--- src/rtl/m6502_alu_pipe_if.sv ---
// m6502_alu_pipe_if: request/response bundle for the 6502-style ALU pipe.
// Ports (master drives / slave drives):
//   master -> slave: in_valid, operation[7:0], op_a, op_b, carry_in, decimal, out_ready
//   slave -> master: in_ready, out_valid, result, carry, zero, negative, overflow
interface m6502_alu_pipe_if #(
    parameter int WIDTH = 8
);
    logic             in_valid;
    logic             in_ready;
    logic [7:0]       operation;
    logic [WIDTH-1:0] op_a;
    logic [WIDTH-1:0] op_b;
    logic             carry_in;
    logic             decimal;
    logic             out_valid;
    logic             out_ready;
    logic [WIDTH-1:0] result;
    logic             carry;
    logic             zero;
    logic             negative;
    logic             overflow;

    modport master (
        output in_valid, operation, op_a, op_b, carry_in, decimal, out_ready,
        input  in_ready, out_valid, result, carry, zero, negative, overflow
    );

    modport slave (
        input  in_valid, operation, op_a, op_b, carry_in, decimal, out_ready,
        output in_ready, out_valid, result, carry, zero, negative, overflow
    );
endinterface

--- src/rtl/m6502_alu_pipe.sv ---
// m6502_alu_pipe: 6502-style ALU with valid/ready handshake and a BCD adjust stage.
// Ports:
//   clk      rising-edge clock
//   reset_n  synchronous active-low reset
//   bus      m6502_alu_pipe_if.slave (request, operands, registered result and C/Z/N/V)
module m6502_alu_pipe #(
    parameter int WIDTH      = 8,
    parameter bit DECIMAL_EN = 1'b1
) (
    input logic             clk,
    input logic             reset_n,
    m6502_alu_pipe_if.slave bus
);
    typedef enum logic [1:0] {IDLE, ADJUST, HOLD} state_t;

    state_t           r_state, w_next;
    logic [7:0]       r_op;
    logic [WIDTH-1:0] r_a, r_b, r_res;
    logic             r_cin, r_c, r_z, r_n, r_v;
    logic [7:0]       w_op;
    logic [WIDTH-1:0] w_a, w_b, w_bx, w_bcd, w_res;
    logic [WIDTH:0]   w_sum, w_diff;
    logic [5:0]       w_d;
    logic             w_adj, w_accept, w_dec, w_sub, w_cin, w_load;
    logic             w_bcd_c, w_c, w_v, w_z, w_n, w_zn;

    assign bus.in_ready  = reset_n && r_state == IDLE;
    assign bus.out_valid = r_state == HOLD;
    assign bus.result    = r_res;
    assign bus.carry     = r_c;
    assign bus.zero      = r_z;
    assign bus.negative  = r_n;
    assign bus.overflow  = r_v;

    assign w_accept = bus.in_valid && bus.in_ready;
    assign w_adj    = r_state == ADJUST;
    // The ALU sees live inputs at accept and the captured operands during ADJUST.
    assign w_op     = w_adj ? r_op : bus.operation;
    assign w_a      = w_adj ? r_a : bus.op_a;
    assign w_b      = w_adj ? r_b : bus.op_b;
    assign w_cin    = w_adj ? r_cin : bus.carry_in;
    assign w_sub    = w_op == 8'h23;
    // ADJUST is only ever entered for a decimal ADD/SUB, so it implies BCD mode.
    assign w_dec    = w_adj || (DECIMAL_EN && bus.decimal && (w_op == 8'h21 || w_sub));
    assign w_bx     = w_sub ? ~w_b : w_b;
    assign w_sum    = {1'b0, w_a} + {1'b0, w_bx} + {{WIDTH{1'b0}}, w_cin};
    assign w_diff   = {1'b0, w_a} - {1'b0, w_b};
    assign w_load   = (w_accept && !w_dec) || w_adj;

    // Nibble-serial BCD ripple; w_d is 6 bits so a negative SUB digit shows in bit 5.
    always_comb begin
        w_bcd   = '0;
        w_bcd_c = w_cin;
        w_d     = '0;
        for (int n = 0; n < WIDTH / 4; n++) begin
            if (w_sub) begin
                w_d     = {2'b00, w_a[4*n +: 4]} - {2'b00, w_b[4*n +: 4]} - {5'b0, ~w_bcd_c};
                w_bcd_c = !w_d[5];
                w_d     = w_d[5] ? w_d + 6'd10 : w_d;
            end else begin
                w_d     = {2'b00, w_a[4*n +: 4]} + {2'b00, w_b[4*n +: 4]} + {5'b0, w_bcd_c};
                w_bcd_c = w_d > 6'd9;
                w_d     = w_bcd_c ? w_d + 6'd6 : w_d;
            end
            w_bcd[4*n +: 4] = w_d[3:0];
        end
    end

    always_comb begin
        w_res = '0;
        w_c   = 1'b0;
        w_v   = 1'b0;
        w_zn  = 1'b1;
        case (w_op)
            8'h01: w_res = w_a & w_b;
            8'h02: w_res = w_a | w_b;
            8'h03: w_res = w_a ^ w_b;
            8'h04: w_res = ~w_a;
            8'h11: begin w_res = {w_a[WIDTH-2:0], 1'b0};  w_c = w_a[WIDTH-1]; end
            8'h12: begin w_res = {w_a[WIDTH-2:0], w_cin}; w_c = w_a[WIDTH-1]; end
            8'h13: begin w_res = {1'b0, w_a[WIDTH-1:1]};  w_c = w_a[0]; end
            8'h14: begin w_res = {w_cin, w_a[WIDTH-1:1]}; w_c = w_a[0]; end
            8'h21, 8'h23: begin
                w_res = w_dec ? w_bcd : w_sum[WIDTH-1:0];
                w_c   = w_dec ? w_bcd_c : w_sum[WIDTH];
                // Overflow always comes from the binary sum, even in BCD mode.
                w_v   = (w_a[WIDTH-1] == w_bx[WIDTH-1]) && (w_sum[WIDTH-1] != w_a[WIDTH-1]);
            end
            8'h22: w_res = w_a + 1'b1;
            8'h24: w_res = w_a - 1'b1;
            8'h31: begin w_res = w_a; w_c = !w_diff[WIDTH]; end
            default: w_zn = 1'b0;
        endcase
        w_z = w_op == 8'h31 ? w_a == w_b : w_zn && w_res == '0;
        w_n = w_op == 8'h31 ? w_diff[WIDTH-1] : w_zn && w_res[WIDTH-1];
    end

    always_comb begin
        w_next = r_state;
        case (r_state)
            IDLE:    w_next = w_accept ? (w_dec ? ADJUST : HOLD) : IDLE;
            ADJUST:  w_next = HOLD;
            HOLD:    w_next = bus.out_ready ? IDLE : HOLD;
            default: w_next = IDLE;
        endcase
    end

    always_ff @(posedge clk) begin
        if (!reset_n) begin
            r_state <= IDLE;
            r_res   <= '0;
            r_c     <= 1'b0;
            r_z     <= 1'b0;
            r_n     <= 1'b0;
            r_v     <= 1'b0;
        end else begin
            r_state <= w_next;
            if (w_load) begin
                r_res <= w_res;
                r_c   <= w_c;
                r_z   <= w_z;
                r_n   <= w_n;
                r_v   <= w_v;
            end
        end
    end

    always_ff @(posedge clk) begin
        if (w_accept) begin
            r_op  <= bus.operation;
            r_a   <= bus.op_a;
            r_b   <= bus.op_b;
            r_cin <= bus.carry_in;
        end
    end
endmodule

--- src/flat_wrapper.sv ---
// flat-port wrapper written by rule: the top's interface ports become plain ports
module m6502_alu_pipe_flat 
#(
    parameter int WIDTH      = 8,
    parameter bit DECIMAL_EN = 1'b1
)
  (clk, reset_n, bus_in_valid, bus_operation, bus_op_a, bus_op_b, bus_carry_in, bus_decimal, bus_out_ready, bus_in_ready, bus_out_valid, bus_result, bus_carry, bus_zero, bus_negative, bus_overflow);
  m6502_alu_pipe_if #(.WIDTH(WIDTH)) bus_i ();
  input logic clk;
  input logic reset_n;
  input wire logic [$bits(bus_i.in_valid)-1:0] bus_in_valid;
  input wire logic [$bits(bus_i.operation)-1:0] bus_operation;
  input wire logic [$bits(bus_i.op_a)-1:0] bus_op_a;
  input wire logic [$bits(bus_i.op_b)-1:0] bus_op_b;
  input wire logic [$bits(bus_i.carry_in)-1:0] bus_carry_in;
  input wire logic [$bits(bus_i.decimal)-1:0] bus_decimal;
  input wire logic [$bits(bus_i.out_ready)-1:0] bus_out_ready;
  output wire logic [$bits(bus_i.in_ready)-1:0] bus_in_ready;
  output wire logic [$bits(bus_i.out_valid)-1:0] bus_out_valid;
  output wire logic [$bits(bus_i.result)-1:0] bus_result;
  output wire logic [$bits(bus_i.carry)-1:0] bus_carry;
  output wire logic [$bits(bus_i.zero)-1:0] bus_zero;
  output wire logic [$bits(bus_i.negative)-1:0] bus_negative;
  output wire logic [$bits(bus_i.overflow)-1:0] bus_overflow;
  assign bus_i.in_valid = bus_in_valid;
  assign bus_i.operation = bus_operation;
  assign bus_i.op_a = bus_op_a;
  assign bus_i.op_b = bus_op_b;
  assign bus_i.carry_in = bus_carry_in;
  assign bus_i.decimal = bus_decimal;
  assign bus_i.out_ready = bus_out_ready;
  assign bus_in_ready = bus_i.in_ready;
  assign bus_out_valid = bus_i.out_valid;
  assign bus_result = bus_i.result;
  assign bus_carry = bus_i.carry;
  assign bus_zero = bus_i.zero;
  assign bus_negative = bus_i.negative;
  assign bus_overflow = bus_i.overflow;
  m6502_alu_pipe #(.WIDTH(WIDTH), .DECIMAL_EN(DECIMAL_EN)) u_core (.clk(clk), .reset_n(reset_n), .bus(bus_i));
endmodule
--- config.mk ---
export PLATFORM = sky130hd
export DESIGN_NAME = m6502_alu_pipe_flat
export DESIGN_NICKNAME = d
export VERILOG_FILES = /design/src/rtl/m6502_alu_pipe_if.sv /design/src/rtl/m6502_alu_pipe.sv /design/src/flat_wrapper.sv
export SDC_FILE = /design/constraint.sdc
export NUM_CORES = 1
export LEC_CHECK = 0
export CORE_MARGIN = 1
export CORE_UTILIZATION = 45
export DETAILED_ROUTE_END_ITERATION = 8
export DONT_BUFFER_PORTS = 1
export GPL_TIMING_DRIVEN = 0
export PLACE_DENSITY = 0.64
export REMOVE_ABC_BUFFERS = 1
export SLEW_MARGIN = 25
export SYNTH_ARGS = -nofsm -noshare
export SYNTH_HDL_FRONTEND = slang
export SYNTH_SLANG_ARGS = --single-unit
--- constraint.sdc ---
create_clock -name clk -period 15.4 [get_ports clk]
set_input_delay 3.08 -clock clk [delete_from_list [all_inputs] [get_ports clk]]
set_output_delay 3.08 -clock clk [all_outputs]
set_load 0.02 [all_outputs]
==> flow_summary.ini <==
[synthesis]
ys.warnings.count = 0
synthMuxAreaShare_pct = 6.95
synth_compound_area_share_pct = 21.0
synthArstFlopShare_pct = 0
syn_inst = 518
synth_seq_cells = 39
synthAdderAreaFrac_pct = 17.1
yosysUniqueCellTypes = 76
avgSynthCellArea_um2 = 8.79
synth_area_leader_cell = edfxtp_1
synth_edf_count = 25
seq_area_frac_synth_pct = 22.6
synth_top_cell_area_share_pct = 16.5
synth_area_leaders = edfxtp_1 16%, ha_1 13%, dfxtp_1 6.2%
synthXorXnorAreaFrac_pct = 7.58
synth_flop_cell = edfxtp_1
synth_top_family_by_area = compound AO/OA/AOI/OAI gates
yosys.area_share.simple_pct = 19.3
netlist_area_um2 = 4550

[cts]
h-tree-depth = 2
path_clk_slew_ps = 80
cts_hold_buf = 0
insertion_delay_ps = 300
clk_path_buf_depth = 2
clock-sinks = 39
ctsResizeCount = 0
numCtsBuffers = 5
cts_tree = built
root_buffer = clkbuf_8
cts_setup_buffers = 0

[worst_setup_path]
path_buf_inv = 1
r2r-end = u_core.bus.negative$_SDFFE_PN0P_
r2r-start = u_core.r_state[1]$_SDFF_PN0_
cp_top_family = compound AO/OA/AOI/OAI gates
reg2reg_slack_ps = 8000
required_ps = 15570
crit_start = bus_op_a[1]
crit_path_end = u_core.bus.negative$_SDFFE_PN0P_
slowest_delay_ps = 720
crit_chain = mux2i_1 -> inv_1 -> ha_1 -> o21bai_1 -> a21oi_1 -> xnor2_1 -> a41oi_1 -> o21ai_0 -> fa_1 -> fa_1 -> xor2_1 -> ha_1 -> a41o_1 -> a211oi_1 -> a311oi_1 -> a211o_1 -> a211oi_1 -> a2bb2oi_1 -> a21oi_1
crit_path_end_kind = flip-flop
cp.depth = 19
crit_arrival_ps = 9000
start_kind = input port
path_class = input port to flip-flop
worst-r2r-cell-count = 20
cpMaxStageDelayCell = mux2i_1
critPathMaxFanout = 7

[detailed_routing]
vias_per_cell = 6.31
routed_wl_mm = 13.0
wl_per_cell_um = 20.3
drc = 0
detail-route-antenna-nets = 0
dr_total_vias = 4051
drtIter0Drc = 449
firstDrtPassIters = 5

[timing]
hold_viol = 0
post-route-period-util_pct = 57.4
max_clock_freq_mhz = 113
period_needed_ps = 8830
rsz0062_at_grt = no
tns_ps = 0
maxSlewViolCount = 0
worst_slew_pin_slew_ps = 1020
clock_skew_ps = 7.34
slew_headroom_pct = 31.9
setup_violations = 0

[global_routing]
grt_pass1_wl_mm = 20.5
grt_max_degree = 29
overflow = 0
grt.total_usage_pct = 25.7
antenna_found_initial = 0
grt_pass1_vias = 3922

[status]
outcome = complete, no violations

[final_layout]
drive_gt1_share_pct = 6.29
fin_cells = 642
diodes = 0
nets = 595
postLayoutCoreUtil_pct = 48.9
area_growth_pct = 4.95
fillers = 961

[placed_design]
post-place-cells = 634
dp_hpwl_mm = 10.1
routabilityCongestion = 0.894
portBuffers = 0

[min_path]
hp-class = flip-flop to flip-flop
min_path_cells = 2

[floorplanning]
ios = 44
initial_utilization_pct = 46.6
die_y_um = 103
die_w_um = 103
fp-row-count = 36
dieArea_um2 = 10500
core_um2 = 9770

[pwr]
ir_drop_uv = 36.1
powerDensity_nw_per_um2 = 67.2
p_leak_uw = 0.00196

[flow_run]
cap_viol_max_count = 0
cell type report:
cell class	instances	area, µm²	share of cell area, %
clock buffer	6	93.8	1.96
inverter	40	150	3.14
tap	133	166	3.48
multi-input combinational	420	3310	69.3
sequential	39	1030	21.6
clock inverter	2	13.8	0.288
timing repair buffer	2	12.5	0.262
kinds of logic (layout without fill, tap and decap cells):
kind of cell / after synthesis / after routing
muxes: 31 / 31
adders and majority gates: 57 / 57
DFF: 39 / 39
and+or+nand+nor: 158 / 158
xor gates and xnor gates: 37 / 37
AOI/OAI and AO/OA: 137 / 137
buffers and inverters: 59 / 50
registers in the layout, summed over array words and instances (netlist names):
signal,cells
u_core.r_b,8
u_core.bus.negative,1
u_core.bus.overflow,1
u_core.bus.carry,1
u_core.bus.result,8
u_core.r_state,2
u_core.r_a,8
u_core.r_cin,1
u_core.bus.zero,1
u_core.r_op,8
layout by cell type, fill, tap and decap left out, drive strengths merged, types with 9 or more instances in the layout:
cell type  count
ha            48
inv           39
nand2         35
nor2          33
xnor2         29
a21oi         27
mux2i         26
edfxtp        25
o21ai         23
dfxtp         14
nor3          14
nor4          12
a211oi        11
fa             9
nand2b         9
report_power, final:
group | switching [µW] | internal [µW]
logic | 68.7 | 46.2
clock network | 42.8 | 41.8
registers | 5.01 | 117
layer usage:
layer	vias to the layer above	GRT usage [%]	share of wire, %
met5	-	0	0
met4	0	8.90	2.8
met3	32	3.73	6.5
met2	150	43.0	46
met1	1951	33.9	45
li1	1918	-	-
cells in the mapped netlist (all sizes together), types with 4 or more instances:
| cell type | count |
|---|---|
| ha | 48 |
| inv | 39 |
| nand2 | 35 |
| nor2 | 33 |
| xnor2 | 29 |
| a21oi | 27 |
| mux2i | 26 |
| edfxtp | 25 |
| o21ai | 23 |
| dfxtp | 14 |
| nor3 | 14 |
| nor4 | 12 |
| a211oi | 11 |
| buf | 10 |
| clkbuf | 9 |
| fa | 9 |
| nand2b | 9 |
| o21bai | 8 |
| and2 | 7 |
| o2111ai | 7 |
| xor2 | 7 |
| a31oi | 6 |
| nor2b | 6 |
| mux2 | 5 |
| nand4 | 5 |
| o211ai | 5 |
| o31ai | 5 |
| a21o | 4 |
| and4 | 4 |
| nand3 | 4 |
| nand4b | 4 |
| nor4b | 4 |
through the flow:
step | setup slack [ps] | area (µm²) | hold slack [ps] | total power [µW]
CTS | 6650 | 4770 | 602 | 321
floorplan | 7530 | 4460 | 568 | 211
global placement | 6400 | 4630 | 592 | 233
global route | 6160 | 4780 | 637 | 340
detailed placement | 6340 | 4670 | 590 | 236
finish | 6570 | 4780 | 601 | 321
worst min path at each step:
stage	end	slack (ps)	start
detailed placement	u_core.bus.result[5]$_SDFFE_PN0P_	590	u_core.bus.result[5]$_SDFFE_PN0P_
floorplan	u_core.bus.result[2]$_SDFFE_PN0P_	570	u_core.bus.result[2]$_SDFFE_PN0P_
global route	u_core.bus.result[6]$_SDFFE_PN0P_	640	u_core.bus.result[6]$_SDFFE_PN0P_
CTS	u_core.bus.result[5]$_SDFFE_PN0P_	600	u_core.bus.result[5]$_SDFFE_PN0P_
global placement	u_core.bus.result[5]$_SDFFE_PN0P_	590	u_core.bus.result[5]$_SDFFE_PN0P_
finish	u_core.bus.result[5]$_SDFFE_PN0P_	600	u_core.bus.result[5]$_SDFFE_PN0P_
worst min-delay path: stages (launching register included):
cell and delay, ps:
dfxtp_1 380, nor2_1 130, a211oi_1 50
Note: power is estimated with default switching activity, not from simulation.
